**config.mk**
```make
export PLATFORM = sky130hd
export DESIGN_NAME = host_cmd_master
export DESIGN_NICKNAME = d
export VERILOG_FILES = /design/src/rtl/host_cmd_master.sv
export SDC_FILE = /design/constraint.sdc
export NUM_CORES = 1
export LEC_CHECK = 0
export BUFFER_PORTS_ARGS = -buffer_cell sky130_fd_sc_hd__buf_4
export CAP_MARGIN = 0
export CORE_MARGIN = 1.5
export CORE_UTILIZATION = 52
export CTS_BUF_LIST = sky130_fd_sc_hd__clkbuf_8
export CTS_CLUSTER_SIZE = 30
export DETAILED_ROUTE_END_ITERATION = 10
export PLACE_DENSITY = 0.78
export SLEW_MARGIN = 10
export SYNTH_ARGS = -nofsm -noshare
export SYNTH_HDL_FRONTEND = slang
export SYNTH_SLANG_ARGS = --single-unit
```
**constraint.sdc**
```tcl
create_clock -name CLK -period 2.2 [get_ports CLK]
set_clock_uncertainty 0.05 [all_clocks]
set_input_delay 0.22 -clock CLK [delete_from_list [all_inputs] [get_ports CLK]]
set_output_delay 0.22 -clock CLK [all_outputs]
set_load 0.1 [all_outputs]
```
**src/rtl/host_cmd_master.sv**
```systemverilog
`default_nettype none
// ============================================================================
// Module   : host_cmd_master
// Purpose  : Serializes one parallel command into a UART byte frame and
//            collects the 0/1/2-byte reply into a 16-bit result.
// Revision : 1.0 - initial release
// ============================================================================
module host_cmd_master #(
   parameter int TIMEOUT_CYCLES = 4096,
   parameter int TO_W           = 13
) (
   input  logic        CLK,
   input  logic        RST,
   input  logic        CMD_VLD,
   input  logic [1:0]  CMD_TYPE,
   input  logic [3:0]  CMD_ADDR,
   input  logic [7:0]  CMD_DATA_A,
   input  logic [7:0]  CMD_DATA_B,
   input  logic [3:0]  CMD_FUN,
   output logic        CMD_RDY,
   output logic [7:0]  TX_DATA,
   output logic        TX_VLD,
   input  logic        TX_RDY,
   input  logic [7:0]  RX_P_DATA,
   input  logic        RX_D_VLD,
   output logic [15:0] RSP_DATA,
   output logic        RSP_VLD,
   output logic        TIMEOUT
);

   typedef enum logic [1:0] {
      ST_IDLE     = 2'd0,
      ST_SEND     = 2'd1,
      ST_WAIT_RSP = 2'd2,
      ST_DONE     = 2'd3
   } state_t;

   localparam logic [7:0]      c_HDR_WR   = 8'hAA;
   localparam logic [7:0]      c_HDR_RD   = 8'hBB;
   localparam logic [7:0]      c_HDR_ALU  = 8'hCC;
   localparam logic [7:0]      c_HDR_ALUN = 8'hDD;
   localparam logic [TO_W-1:0] c_TO_LAST  = TO_W'(TIMEOUT_CYCLES - 1);
   localparam logic [TO_W-1:0] c_TO_ONE   = TO_W'(1);

   state_t          r_state,    w_state_nxt;
   logic [1:0]      r_type,     w_type_nxt;
   logic [3:0]      r_addr,     w_addr_nxt;
   logic [7:0]      r_data_a,   w_data_a_nxt;
   logic [7:0]      r_data_b,   w_data_b_nxt;
   logic [3:0]      r_fun,      w_fun_nxt;
   logic [1:0]      r_idx,      w_idx_nxt;
   logic [1:0]      r_rx_cnt,   w_rx_cnt_nxt;
   logic [TO_W-1:0] r_to_cnt,   w_to_cnt_nxt;
   logic            r_cmd_rdy,  w_cmd_rdy_nxt;
   logic [7:0]      r_tx_data,  w_tx_data_nxt;
   logic            r_tx_vld,   w_tx_vld_nxt;
   logic [15:0]     r_rsp_data, w_rsp_data_nxt;
   logic            r_rsp_vld,  w_rsp_vld_nxt;
   logic            r_timeout,  w_timeout_nxt;

   // Frame byte idx of a command; address/function go out zero-extended.
   function automatic logic [7:0] f_frame_byte(
      input logic [1:0] ty,
      input logic [1:0] idx,
      input logic [3:0] addr,
      input logic [7:0] da,
      input logic [7:0] db,
      input logic [3:0] fun
   );
      logic [7:0] b;
      b = 8'h00;
      case (ty)
         2'd0: begin
            case (idx)
               2'd0:    b = c_HDR_WR;
               2'd1:    b = {4'h0, addr};
               default: b = da;
            endcase
         end
         2'd1: b = (idx == 2'd0) ? c_HDR_RD : {4'h0, addr};
         2'd2: begin
            case (idx)
               2'd0:    b = c_HDR_ALU;
               2'd1:    b = da;
               2'd2:    b = db;
               default: b = {4'h0, fun};
            endcase
         end
         default: b = (idx == 2'd0) ? c_HDR_ALUN : {4'h0, fun};
      endcase
      return b;
   endfunction

   function automatic logic [1:0] f_last_idx(input logic [1:0] ty);
      logic [1:0] n;
      case (ty)
         2'd0:    n = 2'd2;
         2'd2:    n = 2'd3;
         default: n = 2'd1;
      endcase
      return n;
   endfunction

   function automatic logic [1:0] f_num_reply(input logic [1:0] ty);
      logic [1:0] n;
      case (ty)
         2'd0:    n = 2'd0;
         2'd1:    n = 2'd1;
         default: n = 2'd2;
      endcase
      return n;
   endfunction

   always_comb begin
      w_state_nxt    = r_state;
      w_type_nxt     = r_type;
      w_addr_nxt     = r_addr;
      w_data_a_nxt   = r_data_a;
      w_data_b_nxt   = r_data_b;
      w_fun_nxt      = r_fun;
      w_idx_nxt      = r_idx;
      w_rx_cnt_nxt   = r_rx_cnt;
      w_to_cnt_nxt   = r_to_cnt;
      w_cmd_rdy_nxt  = r_cmd_rdy;
      w_tx_data_nxt  = r_tx_data;
      w_tx_vld_nxt   = r_tx_vld;
      w_rsp_data_nxt = r_rsp_data;
      w_rsp_vld_nxt  = 1'b0;
      w_timeout_nxt  = 1'b0;

      case (r_state)
         ST_IDLE: begin
            w_cmd_rdy_nxt = 1'b1;
            if (CMD_VLD && r_cmd_rdy) begin
               w_type_nxt     = CMD_TYPE;
               w_addr_nxt     = CMD_ADDR;
               w_data_a_nxt   = CMD_DATA_A;
               w_data_b_nxt   = CMD_DATA_B;
               w_fun_nxt      = CMD_FUN;
               w_idx_nxt      = 2'd0;
               w_rx_cnt_nxt   = 2'd0;
               w_to_cnt_nxt   = '0;
               w_rsp_data_nxt = 16'h0000;
               w_tx_data_nxt  = f_frame_byte(CMD_TYPE, 2'd0, CMD_ADDR,
                                             CMD_DATA_A, CMD_DATA_B, CMD_FUN);
               w_tx_vld_nxt   = 1'b1;
               w_cmd_rdy_nxt  = 1'b0;
               w_state_nxt    = ST_SEND;
            end
         end

         ST_SEND: begin
            if (TX_RDY) begin
               if (r_idx == f_last_idx(r_type)) begin
                  w_tx_vld_nxt = 1'b0;
                  w_to_cnt_nxt = '0;
                  if (r_type == 2'd0) begin
                     w_state_nxt   = ST_DONE;
                     w_rsp_vld_nxt = 1'b1;
                  end else begin
                     w_state_nxt = ST_WAIT_RSP;
                  end
               end else begin
                  w_idx_nxt     = r_idx + 2'd1;
                  w_tx_data_nxt = f_frame_byte(r_type, r_idx + 2'd1, r_addr,
                                               r_data_a, r_data_b, r_fun);
               end
            end
         end

         ST_WAIT_RSP: begin
            // A byte arriving on the terminal count wins over the timeout.
            if (RX_D_VLD) begin
               w_to_cnt_nxt = '0;
               w_rx_cnt_nxt = r_rx_cnt + 2'd1;
               if (r_rx_cnt == 2'd0) begin
                  w_rsp_data_nxt[7:0] = RX_P_DATA;
               end else begin
                  w_rsp_data_nxt[15:8] = RX_P_DATA;
               end
               if ((r_rx_cnt + 2'd1) == f_num_reply(r_type)) begin
                  w_state_nxt   = ST_DONE;
                  w_rsp_vld_nxt = 1'b1;
               end
            end else if (r_to_cnt == c_TO_LAST) begin
               w_state_nxt   = ST_DONE;
               w_timeout_nxt = 1'b1;
            end else begin
               w_to_cnt_nxt = r_to_cnt + c_TO_ONE;
            end
         end

         ST_DONE: begin
            w_state_nxt   = ST_IDLE;
            w_cmd_rdy_nxt = 1'b1;
         end

         default: begin
            w_state_nxt   = ST_IDLE;
            w_cmd_rdy_nxt = 1'b1;
            w_tx_vld_nxt  = 1'b0;
         end
      endcase
   end

   always_ff @(posedge CLK or posedge RST) begin
      if (RST) begin
         r_state    <= ST_IDLE;
         r_type     <= 2'd0;
         r_addr     <= 4'h0;
         r_data_a   <= 8'h00;
         r_data_b   <= 8'h00;
         r_fun      <= 4'h0;
         r_idx      <= 2'd0;
         r_rx_cnt   <= 2'd0;
         r_to_cnt   <= '0;
         r_cmd_rdy  <= 1'b1;
         r_tx_data  <= 8'h00;
         r_tx_vld   <= 1'b0;
         r_rsp_data <= 16'h0000;
         r_rsp_vld  <= 1'b0;
         r_timeout  <= 1'b0;
      end else begin
         r_state    <= w_state_nxt;
         r_type     <= w_type_nxt;
         r_addr     <= w_addr_nxt;
         r_data_a   <= w_data_a_nxt;
         r_data_b   <= w_data_b_nxt;
         r_fun      <= w_fun_nxt;
         r_idx      <= w_idx_nxt;
         r_rx_cnt   <= w_rx_cnt_nxt;
         r_to_cnt   <= w_to_cnt_nxt;
         r_cmd_rdy  <= w_cmd_rdy_nxt;
         r_tx_data  <= w_tx_data_nxt;
         r_tx_vld   <= w_tx_vld_nxt;
         r_rsp_data <= w_rsp_data_nxt;
         r_rsp_vld  <= w_rsp_vld_nxt;
         r_timeout  <= w_timeout_nxt;
      end
   end

   assign CMD_RDY  = r_cmd_rdy;
   assign TX_DATA  = r_tx_data;
   assign TX_VLD   = r_tx_vld;
   assign RSP_DATA = r_rsp_data;
   assign RSP_VLD  = r_rsp_vld;
   assign TIMEOUT  = r_timeout;

endmodule
`default_nettype wire

```
==> flow_summary.yaml <==
setup_path:
  crit_path_end_kind: "flip-flop"
  required_ns: 2.43
  cp-startpoint: "r_state[0]"
  r2r_slack_ns: -0.01
  reg2reg_to: "r_to_cnt[8]"
  cp-start-kind: "flip-flop"
  endpoint: "r_to_cnt[8]"
  crit_fanout: 6
  critical_path_arrival_ns: 2.44
  worst_r2r_path_depth: 7
  crit_type: "flip-flop to flip-flop"
  r2r_start: "r_state[0]"
synth:
  yosysMostFrequentCell: "dfrtp_1"
  synth-warning-count: 0
  yosys.area.top_type: "dfrtp_1"
  syn_area_per_cell_um2: 9.62
  ys_seq_elements: 73
  synthTopCellsByCount: "dfrtp_1, nand2_1, o21ai_0"
  ys.flop_type: "dfrtp_1"
  synth_cell_types: 55
  syn-num-nets: 445
  synth_top_area_frac: 0.473
  netlist_area_um2: 3810
  synthTopCellsByArea: "dfrtp_1, mux2_2, o21ai_0, nand2_1, ha_1"
  synth_edf_count: 0
  async_flop_share: 1.00
  seq_area_frac_synth: 0.480
  netlist_instances: 396
timing:
  timing.final.crit_share: 1.00
  drv_slew: 0
  worst_pin_slew_ns: 0.619
  final-setup-viol-count: 1
  hold_viol_final: 0
  final.min_clock_period_ns: 2.21
  grt_setup_unrepaired: "true"
  fin_hold_ws_ns: 0.0558
  fin_ws_ns: -0.0102
  timing.slew.headroom: 0.583
  fmax_mhz: 452
outcome:
  outcome: "finished, violations left"
  violations: "setup timing"
global_routing:
  overflow: 0
  antenna_found_initial: 0
  grt_usage: 0.238
  grt_max_degree: 74
  grt_pass1_wl_um: 14500
  first_global_vias: 3164
route:
  vias_per_cell: 5.71
  drcViolationCount: 0
  final_antenna_net_count: 0
  num_vias: 3296
  drtIter0Drc: 181
  drtPass1Iterations: 5
  wl_um: 8760
  wire_per_inst_um: 15.2
clocking:
  htreeDepth: 3
  clkSinkCount: 73
  clockRootBuffer: "clkbuf_8"
  clk_pin_slew_ns: 0.07
  cts_buffers: 9
  cts_buffer_depth: 2
  cts_tree: "done"
  clk_latency_ns: 0.34
place:
  placed_cells: 559
  dp_slack_ns: -0.00680
  gp_congestion: 0.867
  io_buffers: 66
  hpwl_um: 6200
final_layout:
  area_growth_pct: 25.1
  drive_gt1_frac: 0.310
  antenna_cells: 0
  finish.utilization: 0.664
  final_cells: 577
  nets: 522
floorplan:
  die_area_um2: 7850
  start_util: 0.531
  io_pins: 67
  die_x_um: 88.6
  rows: 31
  die_y_um: 88.6
  coreArea_um2: 7180
job:
  drv_cap: 0
worst_hold_path:
  hold_class: "input pin to flip-flop"
metal layers:
layer | global-route usage | share of wire
met1 | 0.304 | 0.43
met3 | 0.0410 | 0.049
met4 | 0.111 | 0.025
met2 | 0.396 | 0.49
met5 | 0 | 0
through the flow:
stage                     TNS [ns]  instance area [µm²]
after floorplan             -0.365                 3820
after global placement           0                 4520
after detailed placement  -0.00680                 4520
after CTS                        0                 4720
after global routing       -0.0550                 4760
final                      -0.0102                 4760
critical path, stage by stage (launching register included):
cell      delay, ns
dfrtp_1        0.39
inv_2          0.07
ha_2           0.18
a21boi_4       0.14
or2_4          0.23
or4_4          0.56
or4_4          0.45
nand3_2        0.08
final cells by class:
type                            count  area (µm²)
Clock inverter                      5        22.5
Multi-Input combinational cell    279        1860
Timing Repair Buffer               89         696
Tap cell                           99         124
Inverter                           21        78.8
Sequential cell                    73        1830
Fill cell                         587        2410
Clock buffer                       11         151
state kept, by name, indices dropped and copies added, names as in the netlist:
signal and count:
r_data_a 8, TIMEOUT 1, RSP_DATA 16, TX_VLD 1
r_fun 4, r_addr 4, r_rx_cnt 2, r_type 2
r_data_b 8, CMD_RDY 1, r_state 2, r_to_cnt 13
RSP_VLD 1, r_idx 2, TX_DATA 8
logic make-up after synthesis:
group           count (synthesis)  synth area share
fa+ha+maj                      10            0.0328
mux                            29            0.0847
compound gates                106             0.179
buf+inv                        44            0.0473
flops                          73             0.480
xor+xnor                        2           0.00460
simple gates                  132             0.171
how the worst min path moves through the flow:
stage | startpoint | to | cells past startpoint
after floorplan | RX_P_DATA[2] | RSP_DATA[10] | 2
after detailed placement | RST | r_data_b[1] | 3
final | CMD_ADDR[2] | r_addr[2] | 2
after global routing | CMD_DATA_A[4] | r_data_a[4] | 2
after global placement | RST | r_data_b[1] | 3
after CTS | CMD_DATA_A[5] | r_data_a[5] | 2
layout by cell type (no fill, tap or decap), types with 6 or more instances in the layout:
cell type / synthesis / final
buf_4: 0 / 86
dfrtp_1: 72 / 72
nand2_1: 50 / 49
o21ai_0: 47 / 45
mux2_2: 26 / 26
nand3_1: 24 / 23
inv_1: 21 / 21
nor2_1: 14 / 14
a21oi_1: 11 / 11
clkbuf_8: 0 / 11
nor2b_1: 7 / 7
o31ai_1: 10 / 7
ha_1: 10 / 7
nor3_1: 6 / 6
timing repair:
action | 4_1_cts | 5_1_grt
setup buffers | 1 | 0
gates resized for setup | 0 | 12
endpoints found under the hold margin | 72 | 0
hold buffers | 1 | 0
setup endpoints to repair | 2 | 16
pin swaps | 0 | 1
gates cloned | 0 | 0
Power is left out: the tool's default activity adds up to more than one toggle a clock period on the data nets, which glitch-free logic cannot reach.
